## config.mk

```make
export PLATFORM = sky130hd
export DESIGN_NAME = alu_sequencer
export DESIGN_NICKNAME = d
export VERILOG_FILES = /design/src/rtl/alu_sequencer.sv
export SDC_FILE = /design/constraint.sdc
export NUM_CORES = 1
export LEC_CHECK = 0
export CORE_ASPECT_RATIO = 0.8
export CORE_MARGIN = 2
export CORE_UTILIZATION = 36
export CTS_BUF_LIST = sky130_fd_sc_hd__clkbuf_4 sky130_fd_sc_hd__clkbuf_8 sky130_fd_sc_hd__clkbuf_16
export DETAILED_ROUTE_END_ITERATION = 16
export PLACE_DENSITY_LB_ADDON = 0.12
export SETUP_SLACK_MARGIN = 0.4
export SYNTH_ARGS = -nofsm -noshare
export SYNTH_HDL_FRONTEND = slang
export SYNTH_SLANG_ARGS = --single-unit
```

## constraint.sdc

```tcl
create_clock -name clock -period 1.7 [get_ports clock]
set_input_delay 0.425 -clock clock [delete_from_list [all_inputs] [get_ports clock]]
set_output_delay 0.425 -clock clock [all_outputs]
set_load 0.02 [all_outputs]
```

## src/rtl/alu_sequencer.sv

```systemverilog
// Multi-cycle issue controller for a 32-bit combinational ALU: latches one
// operation per start/done handshake, holds the ALU inputs for a per-op settle time, then captures Z.
module alu_sequencer #(
  parameter int SIMPLE_CYCLES = 1,
  parameter int MUL_CYCLES    = 4,
  parameter int DIV_CYCLES    = 8
) (
  input  logic        clock,
  input  logic        clear_n,
  input  logic        start,
  input  logic [4:0]  op_in,
  input  logic [31:0] a_in,
  input  logic [31:0] b_in,
  output logic [31:0] alu_a,
  output logic [31:0] alu_b,
  output logic [4:0]  alu_op,
  input  logic [31:0] alu_zlow,
  input  logic [31:0] alu_zhigh,
  output logic [31:0] z_low,
  output logic [31:0] z_high,
  output logic        busy,
  output logic        done,
  output logic        err
);

  localparam logic [4:0] OP_MUL = 5'd10;
  localparam logic [4:0] OP_DIV = 5'd11;

  localparam int MAX_A      = (SIMPLE_CYCLES > MUL_CYCLES) ? SIMPLE_CYCLES : MUL_CYCLES;
  localparam int MAX_CYCLES = (MAX_A > DIV_CYCLES) ? MAX_A : DIV_CYCLES;
  localparam int CNT_W      = (MAX_CYCLES > 1) ? $clog2(MAX_CYCLES) : 1;

  typedef enum logic [1:0] {IDLE, EXEC, FINISH} state_t;

  state_t             state_q, state_d;
  logic [CNT_W-1:0]   cnt_q, cnt_d;
  logic               accept, capture, reject;

  function automatic logic [CNT_W-1:0] settle_count(input logic [4:0] op);
    int lat;
    if (op == OP_MUL)      lat = MUL_CYCLES;
    else if (op == OP_DIV) lat = DIV_CYCLES;
    else                   lat = SIMPLE_CYCLES;
    return CNT_W'(lat - 1);
  endfunction

  assign reject = (op_in > OP_DIV) || ((op_in == OP_DIV) && (b_in == '0));

  // FINISH doubles as an accept state so back-to-back requests see no idle bubble.
  always_comb begin
    // NOTE: every signal gets a default before the case so no path leaves it unassigned (no latch).
    state_d = state_q;
    cnt_d   = cnt_q;
    accept  = 1'b0;
    capture = 1'b0;
    unique case (state_q)
      IDLE, FINISH: begin
        if (state_q == FINISH) state_d = IDLE;
        if (start) begin
          accept = 1'b1;
          if (reject) begin
            state_d = FINISH;
          end else begin
            state_d = EXEC;
            cnt_d   = settle_count(op_in);
          end
        end
      end
      EXEC: begin
        if (cnt_q == '0) begin
          capture = 1'b1;
          state_d = FINISH;
        end else begin
          cnt_d = cnt_q - CNT_W'(1);
        end
      end
      default: state_d = IDLE;
    endcase
  end

  always_ff @(posedge clock or negedge clear_n) begin
    // NOTE: sequential state uses non-blocking assignments so every register samples pre-edge values.
    if (!clear_n) begin
      state_q <= IDLE;
      cnt_q   <= '0;
    end else begin
      state_q <= state_d;
      cnt_q   <= cnt_d;
    end
  end

  always_ff @(posedge clock or negedge clear_n) begin
    if (!clear_n) begin
      alu_a  <= '0;
      alu_b  <= '0;
      alu_op <= '0;
      z_low  <= '0;
      z_high <= '0;
      err    <= 1'b0;
    end else begin
      err <= accept && reject;
      if (accept) begin
        alu_a  <= a_in;
        alu_b  <= b_in;
        alu_op <= op_in;
      end
      if (capture) begin
        z_low  <= alu_zlow;
        z_high <= alu_zhigh;
      end
    end
  end

  assign busy = (state_q == EXEC);
  assign done = (state_q == FINISH);

endmodule

```

# == Yosys cells after proc, flatten, opt, wreduce, memory -nomap -nowiden ==
# Cells that the tools add are included.
# word_totals
output_inout_bits,136
elab_cells,48
reg_bits,139
in_bits,136
# classes
n_lt_le_gt_ge,1
n_reduce_logical,10
mux,18
n_addsub,2
eq_ne,9
# op_table
cell,count
logical NOT 32 bit,1
two-way mux 3 bit,7
== test 5 x 4 -> 1 bit (second input constant),2
two-way mux 2 bit,4
inequality test 2 bit (second input constant),3
one-hot mux 3 bit (2 select lines),1
> comparator 5 x 4 -> 1 bit (second input constant),1
two-way mux 1 bit,5
one-hot mux 2 bit (2 select lines),1
AND reduction 4 bit,1
logical NOT 3 bit,1
inequality test 3 bit (second input constant),1
subtractor 3 x 1 -> 3 bit (second input constant),1
subtractor 3 x 2 -> 3 bit (second input constant),1
== test 2 x 1 -> 1 bit (second input constant),1
== test 2 bit (second input constant),1
logical AND 1 bit,2
logical NOT 2 bit,1
inequality test 2 x 1 -> 1 bit (second input constant),1
AND reduction 2 bit,1
nonzero test 2 bit,1
OR reduction 2 bit,1
logical OR 1 bit,1

# == Depth between registers and ports, before layout ==
# logic_depth
depth_word,10
ltp_mapped,7
mapped_depth_nobuf,6

# == Worst setup path before layout ==
# No wires, ideal clock.
# synth_path
kind,register to register
from,register cnt_q[0]
to,register z_high[13]
setup_ns,0.125
t_arrival_ns,1.513
period_less_slack_ns,1.637
n_path_buf,2
stages_incl_launch_ff,8
path_slack_ns,0.063
path_cell_list,dfrtp_1 -> inv_1 -> ha_1 -> nand2b_1 -> nor2_1 -> buf_4 -> buf_4 -> mux2_2
# synth_between
elab_chain_cells,3
# synth_rtl
element,line_no,text
from (decl),36,"logic [CNT_W-1:0] cnt_q, cnt_d;"
from (signal assigned),88,cnt_q <= cnt_d;
logical NOT 3 bit,70,if (cnt_q == '0) begin
two-way mux 1 bit,70,
two-way mux 1 bit,56,unique case (state_q)
to (signal assigned),109,z_high <= alu_zhigh;
to (decl),20,"output logic [31:0] z_high,"
# Every way passes these cells.
# A chain may end at the register's enable or synchronous reset.

# == Worst setup path in the final report ==
# layout_path
from,register cnt_q[0]
to,register z_low[28]
# layout_between
elab_chain_cells,3
# layout_rtl
element,line_no,text
logical NOT 3 bit,70,
two-way mux 1 bit,70,
two-way mux 1 bit,56,
to (signal assigned),108,z_low <= alu_zlow;
to (decl),19,"output logic [31:0] z_low,"
# Every way passes these cells.

==> impl_metrics.py <==
metrics = {
    "pwr": {
        "swShare_pct": 34.6,
        "power_switching_mw": 6.51,
        "combinationalPowerShare_pct": 50.5,
        "irDropWorstVdd_v": 0.000971,
        "pwr_density_cell_nw_per_um2": 1640,
        "total_power_mw": 18.8,
        "seq_power_share_pct": 29.5,
        "pwr-share-clk_pct": 20.0,
        "internal_power_mw": 12.3,
        "p_leak_nw": 5.65,
    },
    "die": {
        "core-area_um2": 15000,
        "num_rows": 40,
        "die_x_um": 142,
        "dieArea_um2": 16200,
        "die_h_um": 114,
        "ioPinCount": 272,
        "start_util_pct": 36.6,
    },
    "grt": {
        "grt_max_degree": 51,
        "grt_pass1_wl_um": 25500,
        "first_global_vias": 4944,
        "grt_remaining_overflow": 0,
        "grtUsageTotal_pct": 20.6,
        "antenna_found_initial": 0,
    },
    "sta": {
        "finalSetupViolations": 6,
        "finalHoldViolCount": 0,
        "finClkSkew_ns": 0.00838,
        "finalMaxSlewViolations": 0,
        "max_slew_margin_pct": 67.7,
        "worst_slack_ns": -0.00953,
        "grt_setup_unrepaired": "yes",
        "worst_slew_pin_slew_ns": 0.484,
        "setup_tns_ns": -0.0323,
        "holdWs_ns": 0.222,
        "fin_crit_ns": 1.71,
        "min_period_over_period_pct": 101,
        "max_freq_ghz": 0.585,
    },
    "run": {
        "drv_cap": 0,
    },
    "logic_synthesis": {
        "syn_inst": 490,
        "syn_area_um2": 5480,
        "yosysTopAreaCellShare_pct": 63.5,
        "synth_fa_ha_area_share_pct": 0.457,
        "synth_simple_gate_area_share_pct": 18.4,
        "ys_types": 30,
        "synth_top_family_by_area": "simple AND/OR/NAND/NOR gates",
        "synth_area_leader_cell": "dfrtp_1",
        "synth_compound_area_share_pct": 1.83,
        "yosysSeqAreaShare_pct": 63.5,
        "yosysWarningCount": 0,
        "synth_area_leaders": "dfrtp_1, nand2_1, mux2_2",
        "muxShareOfSynthArea_pct": 13.2,
        "synth_fp_nets": 628,
        "synth_xor_area_share_pct": 0,
        "syn_avg_cell_area_um2": 11.2,
        "synth_seq_cells": 139,
    },
    "cells_and_area": {
        "final_nets": 1044,
        "layoutNonFillerInstCount": 1107,
        "area_growth_pct": 110,
        "layout-drive-gt1-share_pct": 57.3,
        "nFillCells": 922,
        "num_antenna_cells": 0,
    },
    "cts": {
        "clock_sinks": 139,
        "cts-root-buf": "clkbuf_16",
        "cts_buffer_depth": 2,
        "clkTransAtPathRegs_ns": 0.06,
        "htree_levels": 4,
        "numCtsBuffers": 17,
        "clk_latency_ns": 0.42,
        "cts_tree": "yes",
    },
    "run_status": {
        "status": "finished with violations",
        "violations": "setup timing",
    },
    "detailed_routing": {
        "vias": 5345,
        "routed_wl_um": 20700,
        "drt_pass1_iterations": 4,
        "drc": 0,
        "routedWlPerCell_um": 18.7,
        "vias_per_cell": 4.83,
        "drtIter0Drc": 176,
        "drtAntennaViolNets": 0,
    },
    "worst_setup_path": {
        "cp-end-kind": "flop",
        "worst-setup-path-type": "reg -> reg",
        "worstPathMaxFanout": 8,
        "crit_required_ns": 2.01,
        "worstPathArrival_ns": 2.02,
        "critPathLaunchType": "flop",
    },
    "placement": {
        "io_buffers": 271,
        "hpwl_um": 11700,
        "dp_cells": 959,
        "place.gp.congestion": 0.772,
    },
    "worst_hold_path": {
        "hp-class": "in -> reg",
    },
}
## worst paths after layout
path,startpoint,endpoint,slack [ns],cells past startpoint
max,cnt_q[0],z_low[28],-0.01,7
min,b_in[30],alu_b[30],0.22,3
max reg2reg,cnt_q[0],z_low[28],-0.01,7
min reg2reg,alu_b[22],alu_b[22],0.51,2
max in group asynchronous,clear_n,alu_b[18],0.59,3
min in group asynchronous,clear_n,alu_b[3],0.51,2
## cells in the mapped netlist (all sizes together)
library cell and count:
or4 1, nor2 5, a32oi 1, mux2 64
ha 2, dfrtp 139, a21oi 3, o32ai 1
nand2b 4, nand3b 2, o211ai 3, clkbuf 7
inv 4, o22ai 1, nand3 2, nor4 9
nand4bb 1, nand2 209, nor3b 1, nor3 1
a22oi 2, a31oi 1, a21o 1, buf 17
and2 2, nand4 3, o21ai 2, nor2b 2
## stage by stage
stage | worst slack (ns) | utilization, % | instance area (um2)
4_1_cts | 0.0538 | 65.3 | 9770
3_3_place_gp | -0.664 | 58.3 | 8720
5_1_grt | -0.0630 | 76.7 | 11500
2_1_floorplan | 0.196 | - | 5580
6_report | -0.00953 | 76.7 | 11500
3_5_place_dp | -0.753 | 58.3 | 8720
## worst max-delay path: stages, from the launching register on
cell	delay (ns)
dfrtp_1	0.40
inv_2	0.10
ha_4	0.15
nand2b_4	0.08
nor2_4	0.21
buf_12	0.16
clkbuf_16	0.16
mux2_2	0.33
## power groups by stage
stage | Clock, mW | Sequential (mW) | Combinational (mW)
floorplan | 0 | 6.68 | 1.80
global placement | 0 | 5.17 | 6.64
detailed placement | 0 | 5.25 | 6.75
CTS | 3.83 | 5.45 | 7.37
global route | 4.00 | 5.67 | 9.97
finish | 3.77 | 5.55 | 9.50
## registers in the layout (all words and copies together), names as in the netlist
| name | cells |
|---|---|
| cnt_q | 3 |
| err | 1 |
| state_q | 2 |
| z_low | 32 |
| alu_b | 32 |
| z_high | 32 |
| alu_a | 32 |
| alu_op | 5 |
## placed cells by master, fill, tap and decap left out, drive strengths merged, types with 4 or more instances in the layout
cell           netlist  layout
clkinv               0       8
clkbuf               7      34
inv                  4       4
nand2              209     209
dlymetal6s2s         0       5
buf                 17     274
clkdlybuf4s50        0     101
nand2b               4       6
mux2                64      64
dlygate4sd2          0      18
dfrtp              139     139
nor2                 5       5
nor4                 9       9
clkdlybuf4s15        0       5
## routing by layer
layer / vias up / global-route usage (%) / wire, um
met1: 2653 / 24.7 / 8590
met4: 0 / 8.53 / 501
met5: - / 0 / 0
met3: 38 / 7.11 / 1360
li1: 2442 / - / -
met2: 212 / 34.1 / 10200
## cell type report
cell class,instances,area [um2],area share (%)
clock buffer,19,447,3.89
clock inverter,12,149,1.30
tap,189,236,2.06
inverter,4,15.0,0.131
multi-input combinational,325,2670,23.3
timing repair buffer,419,4480,39.0
sequential,139,3480,30.3
## kinds of logic (layout without fill, tap and decap cells)
kind of cell | count (synthesis) | after routing
AO/OA/AOI/OAI | 15 | 15
adder cells (fa/ha/maj) | 2 | 2
buffers and inverters | 28 | 454
flip-flops | 139 | 139
multiplexers | 64 | 64
AND/OR/NAND/NOR | 242 | 244
## timing repair
action | in CTS | in global routing
pin swaps | 9 | 130
hold buffers | 1 | 0
resized for setup | 866 | 238
hold endpoints to repair | 35 | 0
cloned | 1 | 22
endpoints found under the setup margin | 272 | 275
buffers inserted | 28 | 65
Power figures use the tool's default switching activity.
